--- src/rtl/blink_game_ctrl.sv ---
// Blink reaction-game sequencer: arms a countdown, sweeps a lit LED, judges hits
// against the last LED and drives the external loss-detector flop.
module blink_game_ctrl #(
  parameter int TICK_DIV  = 25000000,
  parameter int N_LEDS    = 8,
  parameter int WIN_HITS  = 8,
  parameter int ARM_TICKS = 3
) (
  input  logic              clk,
  input  logic              reset,
  input  logic              start,
  input  logic              hit,
  input  logic              lose,
  output logic              dec_d,
  output logic              dec_enable,
  output logic              dec_rst,
  output logic [N_LEDS-1:0] led,
  output logic [3:0]        score,
  output logic              game_over,
  output logic              won
);

  // state | meaning
  // IDLE  | waiting for start, LEDs dark
  // ARM   | countdown blink before play
  // PLAY  | LED sweep, hits judged
  // CHECK | one cycle to read the detector's lose flag
  // LOST  | game over, all LEDs lit
  // WON   | win pattern shown
  localparam logic [2:0] IDLE  = 3'd0;
  localparam logic [2:0] ARM   = 3'd1;
  localparam logic [2:0] PLAY  = 3'd2;
  localparam logic [2:0] CHECK = 3'd3;
  localparam logic [2:0] LOST  = 3'd4;
  localparam logic [2:0] WON   = 3'd5;

  localparam int CNT_W = $clog2(TICK_DIV);
  localparam int IDX_W = $clog2(N_LEDS);
  localparam logic [CNT_W-1:0]  CNT_LAST  = CNT_W'(TICK_DIV - 1);
  localparam logic [IDX_W-1:0]  TARGET    = IDX_W'(N_LEDS - 1);
  localparam logic [3:0]        ARM_LAST  = 4'(ARM_TICKS - 1);
  localparam logic [3:0]        WIN_SCORE = 4'(WIN_HITS);
  localparam logic [N_LEDS-1:0] ONES      = '1;
  localparam logic [N_LEDS-1:0] ONE       = N_LEDS'(1);

  logic [2:0]        state;
  logic [CNT_W-1:0]  cnt;
  logic [3:0]        arm_cnt;
  logic [IDX_W-1:0]  led_idx;
  logic [IDX_W-1:0]  idx_next;
  logic              hit_ok;
  logic              tick;
  logic              at_target;
  logic              pass;
  logic [N_LEDS-1:0] alt_pat;

  for (genvar i = 0; i < N_LEDS; i++) begin : g_alt
    assign alt_pat[i] = (i % 2) == 1;
  end

  assign tick      = ((state == ARM) || (state == PLAY)) && (cnt == CNT_LAST);
  assign at_target = (led_idx == TARGET);
  assign idx_next  = led_idx + 1'b1;
  // a hit landing on the closing tick still counts for this window
  assign pass      = hit_ok | hit;

  always_ff @(posedge clk or posedge reset) begin
    if (reset) begin
      state      <= IDLE;
      cnt        <= '0;
      arm_cnt    <= '0;
      led_idx    <= '0;
      hit_ok     <= 1'b0;
      led        <= '0;
      score      <= '0;
      dec_d      <= 1'b0;
      dec_enable <= 1'b0;
      dec_rst    <= 1'b0;
      game_over  <= 1'b0;
      won        <= 1'b0;
    end else begin
      dec_enable <= 1'b0;
      dec_rst    <= 1'b0;

      if ((state == ARM) || (state == PLAY))
        cnt <= tick ? '0 : cnt + 1'b1;
      else if (state != CHECK)
        cnt <= '0;

      case (state)
        IDLE, LOST, WON: begin
          if (start) begin
            state     <= ARM;
            dec_rst   <= 1'b1;
            score     <= '0;
            arm_cnt   <= '0;
            led_idx   <= '0;
            hit_ok    <= 1'b0;
            led       <= ONES;
            game_over <= 1'b0;
            won       <= 1'b0;
          end
        end
        ARM: begin
          if (tick) begin
            if (arm_cnt == ARM_LAST) begin
              state   <= PLAY;
              led_idx <= '0;
              hit_ok  <= 1'b0;
              led     <= ONE;
            end else begin
              arm_cnt <= arm_cnt + 1'b1;
              led     <= arm_cnt[0] ? ONES : '0;
            end
          end
        end
        PLAY: begin
          if (hit && !at_target) begin
            dec_d      <= 1'b0;
            dec_enable <= 1'b1;
            state      <= CHECK;
          end else if (tick && at_target) begin
            dec_d      <= pass;
            dec_enable <= 1'b1;
            if (pass && (score != WIN_SCORE))
              score <= score + 1'b1;
            hit_ok  <= 1'b0;
            led_idx <= '0;
            led     <= ONE;
            state   <= CHECK;
          end else if (tick) begin
            led_idx <= idx_next;
            led     <= ONE << idx_next;
          end else if (hit) begin
            hit_ok <= 1'b1;
          end
        end
        CHECK: begin
          if (lose) begin
            state     <= LOST;
            game_over <= 1'b1;
            led       <= ONES;
          end else if (score == WIN_SCORE) begin
            state <= WON;
            won   <= 1'b1;
            led   <= alt_pat;
          end else begin
            state <= PLAY;
            led   <= ONE << led_idx;
          end
        end
        default: state <= IDLE;
      endcase
    end
  end

endmodule

--- config.mk ---
export PLATFORM = sky130hd
export DESIGN_NAME = blink_game_ctrl
export DESIGN_NICKNAME = d
export VERILOG_FILES = /design/src/rtl/blink_game_ctrl.sv
export SDC_FILE = /design/constraint.sdc
export NUM_CORES = 1
export LEC_CHECK = 0
export ABC_AREA = 1
export CAP_MARGIN = 30
export CORE_MARGIN = 2
export CORE_UTILIZATION = 43
export CTS_CLUSTER_SIZE = 10
export DETAILED_ROUTE_END_ITERATION = 8
export SLEW_MARGIN = 15
export SYNTH_ARGS = -nofsm -noshare
export SYNTH_HDL_FRONTEND = slang
export SYNTH_SLANG_ARGS = --single-unit
--- constraint.sdc ---
create_clock -name clk -period 4.6 [get_ports clk]
set_input_delay 0.69 -clock clk [delete_from_list [all_inputs] [get_ports clk]]
set_output_delay 0.69 -clock clk [all_outputs]
set_load 0.02 [all_outputs]
==> impl_metrics.toml, run 1 <==
[logic_synthesis]
netlist_area_um2 = 3440
synth_compound_gate_area_share = 0.0812
synth_largest_area_cell = "dfrtp_1"
synth_mux_area_frac = 0.00291
syn_area_per_cell_um2 = 7.53
postSynthCellCount = 456
synth.distinct_cells = 40
ys_ff_latch = 53
yosys_warnings = 0
synth_top_family_by_area = "simple AND/OR/NAND/NOR gates"
synth_top_area_frac = 0.386
synth-xor-area-share = 0.0255
synthAdderAreaFrac = 0.0437
synth_fp_nets = 473
synth-simple-area-share = 0.386
synth_seq_area_share = 0.386
ys_top_cells_by_area = "dfrtp_1 39%, nand2_1 14%, inv_1 5.9%"

[drt]
drt-total-wl_mm = 7.93
antenna_left = 0
post_drt_wl_per_cell_um = 13.6
drt-pass1-iter-count = 5
vias = 3062
drt-initial-drc-count = 98
drcViolationCount = 0
drt-vias-per-instance = 5.23

[cts]
clk_latency_ps = 310
cts_tree = "done"
clk_pin_slew_ps = 100
hold_buffers = 0
ctsRootBufferMaster = "clkbuf_8"
clock_path_buffers = 2
h-tree-depth = 2
numCtsBuffers = 5
cts_setup_buffers = 0
cts_resized = 0
clock-sinks = 53

[setup_path]
crit_chain = "clkdlybuf4s50_1"
crit_type = "flop to output port"
end_kind = "output port"
cp_num_buf_inv = 1
max_stage_delay_ps = 640
critPathMaxFanout = 5
start_kind = "flop"
path_delay_family = "buffers and inverters"
critPathArrivalTime_ps = 1410
worstPathRequired_ps = 3910
rrSetupSlack_ps = 2560
slowest_stage = "clkdlybuf4s50_1"

[global_routing]
grt.total_usage = 0.199
antenna_found_initial = 0
grt_overflow_total = 0
grt_start_max_net_pins = 33
grt_pass1_vias = 2951
grt_pass1_wl_mm = 13.9

[sta]
fin_crit_sh = 0.456
slew_violations = 0
hold_violations = 0
setup_tns_ps = 0
fmax_mhz = 476
finalSetupViolCount = 0
clock_skew_ps = 11.5
max_slew.worst_pin.slew_ps = 552
holdWs_ps = 485
slew-limit-headroom = 0.632
rsz0062_at_grt = "false"
post-route-min-period_ps = 2100

[die]
dieWidth_um = 93.4
num_rows = 32
die_h_um = 93.4
fp.dieArea_um2 = 8720
core_area_um2 = 7730
io_pins = 22
start_util = 0.445

[cells_and_area]
syn_to_final_growth_pct = 12.0
drive_gt1_frac = 0.0973
antennaDiodeCount = 0
final_nets = 499
layout_common_cells = "130 x nand2_1, 53 x inv_1, 53 x dfrtp_1"
fillCellCount = 791
final_common_cell = "nand2_1"

[placement]
port_buffers = 21
gp_congestion = 0.882
dpl.hpwl_mm = 5.95

[pwr]
clockPowerShare = 0.134
seqPwrFrac = 0.326
ir_drop_mv = 0.282
power_density_nw_per_um2 = 511
p_int_uw = 1030
swShare = 0.478
pwr-share-comb = 0.540
leakagePower_uw = 0.00179
netSwitchingPower_uw = 939

[flow_run]
max_cap_violations = 0

[worst_hold_path]
hp-class = "flop to flop"

[outcome]
outcome = "finished clean"
layer usage:
metal / part of all wire / wire (um) / vias to the layer above / track usage
li1: - / - / 1531 / -
met1: 0.47 / 3750 / 1471 / 0.271
met2: 0.49 / 3880 / 50 / 0.333
met3: 0.023 / 186 / 10 / 0.0266
met4: 0.014 / 108 / 0 / 0.0515
met5: 0 / 0 / - / 0
Yosys cell counts (all sizes together):
| cell | instances |
|---|---|
| xnor2 | 1 |
| and3 | 2 |
| o211a | 1 |
| dfrtp | 53 |
| nand4 | 16 |
| o31ai | 3 |
| ha | 12 |
| clkbuf | 2 |
| nor3b | 3 |
| nand3 | 30 |
| a21oi | 11 |
| nor2 | 56 |
| inv | 62 |
| o22ai | 5 |
| mux2i | 1 |
| or2 | 4 |
| o32ai | 1 |
| xor2 | 9 |
| nor4 | 2 |
| nand3b | 2 |
| o21ai | 21 |
| nand2 | 141 |
| a31oi | 5 |
| buf | 1 |
| nor3 | 12 |
state kept, by name (all words and copies together) (netlist names):
name / count
cnt: 25
led: 8
arm_cnt: 4
score: 4
led_idx: 3
state: 3
dec_d: 1
dec_enable: 1
dec_rst: 1
game_over: 1
hit_ok: 1
won: 1
power by group through the flow:
stage,Sequential (uW),Combinational (uW),Clock [uW]
floorplan,702,709,0
finish,641,1060,263
CTS,643,1070,275
global route,657,1210,292
global placement,650,1050,0
detailed placement,652,1070,0
final timing paths:
kind,from,end,depth (start not counted)
setup / recovery,score[2]$_DFFE_PP0P_,score[2],1
hold / removal,hit_ok$_DFFE_PP0P_,hit_ok$_DFFE_PP0P_,2
setup reg to reg,state[1]$_DFFE_PP0P_,cnt[13]$_DFFE_PP0P_,10
hold reg to reg,hit_ok$_DFFE_PP0P_,hit_ok$_DFFE_PP0P_,2
max in group asynchronous,reset,arm_cnt[0]$_DFFE_PP0P_,3
min in group asynchronous,reset,cnt[19]$_DFFE_PP0P_,2
layout make-up:
cell class | instances | area (um^2) | share of cell area
multi-input cells | 338 | 1850 | 0.482
flip-flops and latches | 53 | 1330 | 0.345
inverters | 62 | 240 | 0.0624
repair buffers | 22 | 218 | 0.0566
well taps | 102 | 128 | 0.0332
clock buffers | 6 | 72.6 | 0.0189
clock inverters | 2 | 10.0 | 0.00260
worst register-to-register path: cells and delay by family (launching register included):
kind                   cells  cell delay, ps
buffers and inverters      2             290
and+or+nand+nor            8            1150
DFF                        1             500
cell families (layout without fill, tap and decap cells):
kind of cell | after synthesis | count (layout)
xor+xnor | 10 | 10
fa+ha+maj | 12 | 12
compound gates | 47 | 47
buf+inv | 65 | 92
simple gates | 268 | 268
flops | 53 | 53
mux | 1 | 1
metrics by stage:
step	area, um^2	total power (uW)	worst slack, ps	util	cells
floorplan	3440	1410	2620	-	456
global placement	3770	1700	2550	0.487	577
detailed placement	3770	1720	2490	0.487	577
CTS	3850	1990	2500	0.498	585
global route	3850	2160	2270	0.498	585
finish	3850	1960	2500	0.498	585
No activity file was read; power rests on OpenSTA's default activity.
==> run 2: changes to the inputs <==
Clock period 4.6 ns to 2.1 ns, I/O delays scaled along.
==> impl_metrics.toml, run 2 (same netlist as run 1, synthesis figures left out) <==
[outcome]
outcome = "finished clean"

[cts]
cts_resized = 0
numCtsBuffers = 5
clock-sinks = 53
cts_setup_buffers = 0
hold_buffers = 0
clk_pin_slew_ps = 100
h-tree-depth = 2
cts_tree = "done"
clock_path_buffers = 2
ctsRootBufferMaster = "clkbuf_8"
clk_latency_ps = 310

[setup_path]
end_kind = "flop"
path_depth = 7
crit_chain = "ha_1, nand2_1, nor2_1, nand2_1, nor2_8, nand4_1, o31ai_1"
r2r-end = "score[3]$_DFFE_PP0P_"
crit_type = "flop to flop"
r2r-start = "cnt[0]$_DFFE_PP0P_"
cp_num_buf_inv = 0
max_stage_delay_ps = 420
slowest_stage = "dfrtp_1"
start_kind = "flop"
critPathArrivalTime_ps = 2160
cp_common_cell = "nand2_1"
rrSetupSlack_ps = 140
path_delay_family = "simple AND/OR/NAND/NOR gates"
r2r_cells = 7
worstPathRequired_ps = 2310
critPathMaxFanout = 6

[cells_and_area]
regMostFlops = "cnt"
drive_gt1_frac = 0.110
layout_common_cells = "130 x nand2_1, 53 x inv_1, 53 x dfrtp_1"
largest_reg_flops = 25
syn_to_final_growth_pct = 13.5
antennaDiodeCount = 0
reg_top3 = "cnt: 25 flops, led: 8 flops"
final_common_cell = "nand2_1"
utilization = 0.505
final_nets = 507

[sta]
max_slew.worst_pin.slew_ps = 418
clock_skew_ps = 12.2
fin_ws_ps = 144
slew_violations = 0
setup_tns_ps = 0
hold_violations = 0
post-route-min-period_ps = 1960
fin_crit_sh = 0.931
finalSetupViolCount = 0
slew-limit-headroom = 0.720
fmax_mhz = 511
rsz0062_at_grt = "false"

[global_routing]
grt.total_usage = 0.202
antenna_found_initial = 0
grt_pass1_wl_mm = 14.0
grt_pass1_vias = 2990
grt_start_max_net_pins = 17
grt_overflow_total = 0

[placement]
post-place-ws_ps = 180
port_buffers = 21
dpl.hpwl_mm = 6.13
gp_congestion = 0.922

[drt]
drt-pass1-iter-count = 4
drt-total-wl_mm = 7.85
antenna_left = 0
drt-initial-drc-count = 141
drcViolationCount = 0
vias = 2986
drt-vias-per-instance = 5.05
post_drt_wl_per_cell_um = 13.3

[worst_hold_path]
hp-class = "primary input to asynchronous set/reset pin"

[die]
num_rows = 32
die_h_um = 93.4
dieWidth_um = 93.4
core_area_um2 = 7730
fp.dieArea_um2 = 8720
start_util = 0.445
io_pins = 22

[pwr]
p_int_uw = 2260
netSwitchingPower_uw = 2020
clockPowerShare = 0.127
leakagePower_uw = 0.00183
pwr-share-comb = 0.545
seqPwrFrac = 0.328
power_density_nw_per_um2 = 1100
ir_drop_mv = 0.530
swShare = 0.471

[flow_run]
max_cap_violations = 0
-- run 2: cell types whose count changed in the layout (fill, tap and decap cells not counted), sizes merged --
cell	delta
clkbuf	-1
clkinv	-1
buf	+8
-- run 2: worst max-delay path by stage --
stage	startpoint	endpoint	slack [ps]
2_1_floorplan	led_idx[0]$_DFFE_PP0P_	score[2]$_DFFE_PP0P_	380
3_3_place_gp	led_idx[0]$_DFFE_PP0P_	score[3]$_DFFE_PP0P_	220
3_5_place_dp	led_idx[0]$_DFFE_PP0P_	score[3]$_DFFE_PP0P_	180
4_1_cts	led_idx[0]$_DFFE_PP0P_	score[3]$_DFFE_PP0P_	160
5_1_grt	cnt[0]$_DFFE_PP0P_	score[2]$_DFFE_PP0P_	3
6_report	cnt[0]$_DFFE_PP0P_	score[3]$_DFFE_PP0P_	140
-- run 2: power by group through the flow --
stage	combinational (uW)	sequential [uW]	clock, uW
6_report	2330	1400	544
5_1_grt	2640	1440	614
4_1_cts	2360	1400	568
3_5_place_dp	2340	1420	0
3_3_place_gp	2340	1420	0
2_1_floorplan	1550	1540	0
-- run 2: per-stage QoR --
stage / instances / area [um^2] / hold WS, ps / power, uW
6_report: 591 / 3900 / 290 / 4280
4_1_cts: 591 / 3900 / 293 / 4330
3_5_place_dp: 585 / 3830 / 467 / 3760
2_1_floorplan: 456 / 3440 / 442 / 3090
3_3_place_gp: 585 / 3830 / 470 / 3750
5_1_grt: 591 / 3900 / 299 / 4690
-- run 2: cell type report --
cell class	count	area, um^2
clock inverters	1	5.00
fillers	763	3830
inverters	62	240
well taps	102	128
multi-input cells	338	1850
repair buffers	30	278
clock buffers	5	68.8
flip-flops and latches	53	1330
-- run 2: layer usage --
metal	track usage	up-vias	part of all wire
li1	-	1539	-
met1	0.259	1387	0.48
met2	0.339	51	0.48
met3	0.0451	9	0.031
met4	0.0637	0	0.014
met5	0	-	0
-- run 2: worst reg2reg max path, stage by stage, from the launching register on --
cell     delay, ps
dfrtp_1        420
ha_1           230
nand2_1        130
nor2_1         100
nand2_1        130
nor2_8         190
nand4_1        320
o31ai_1        340
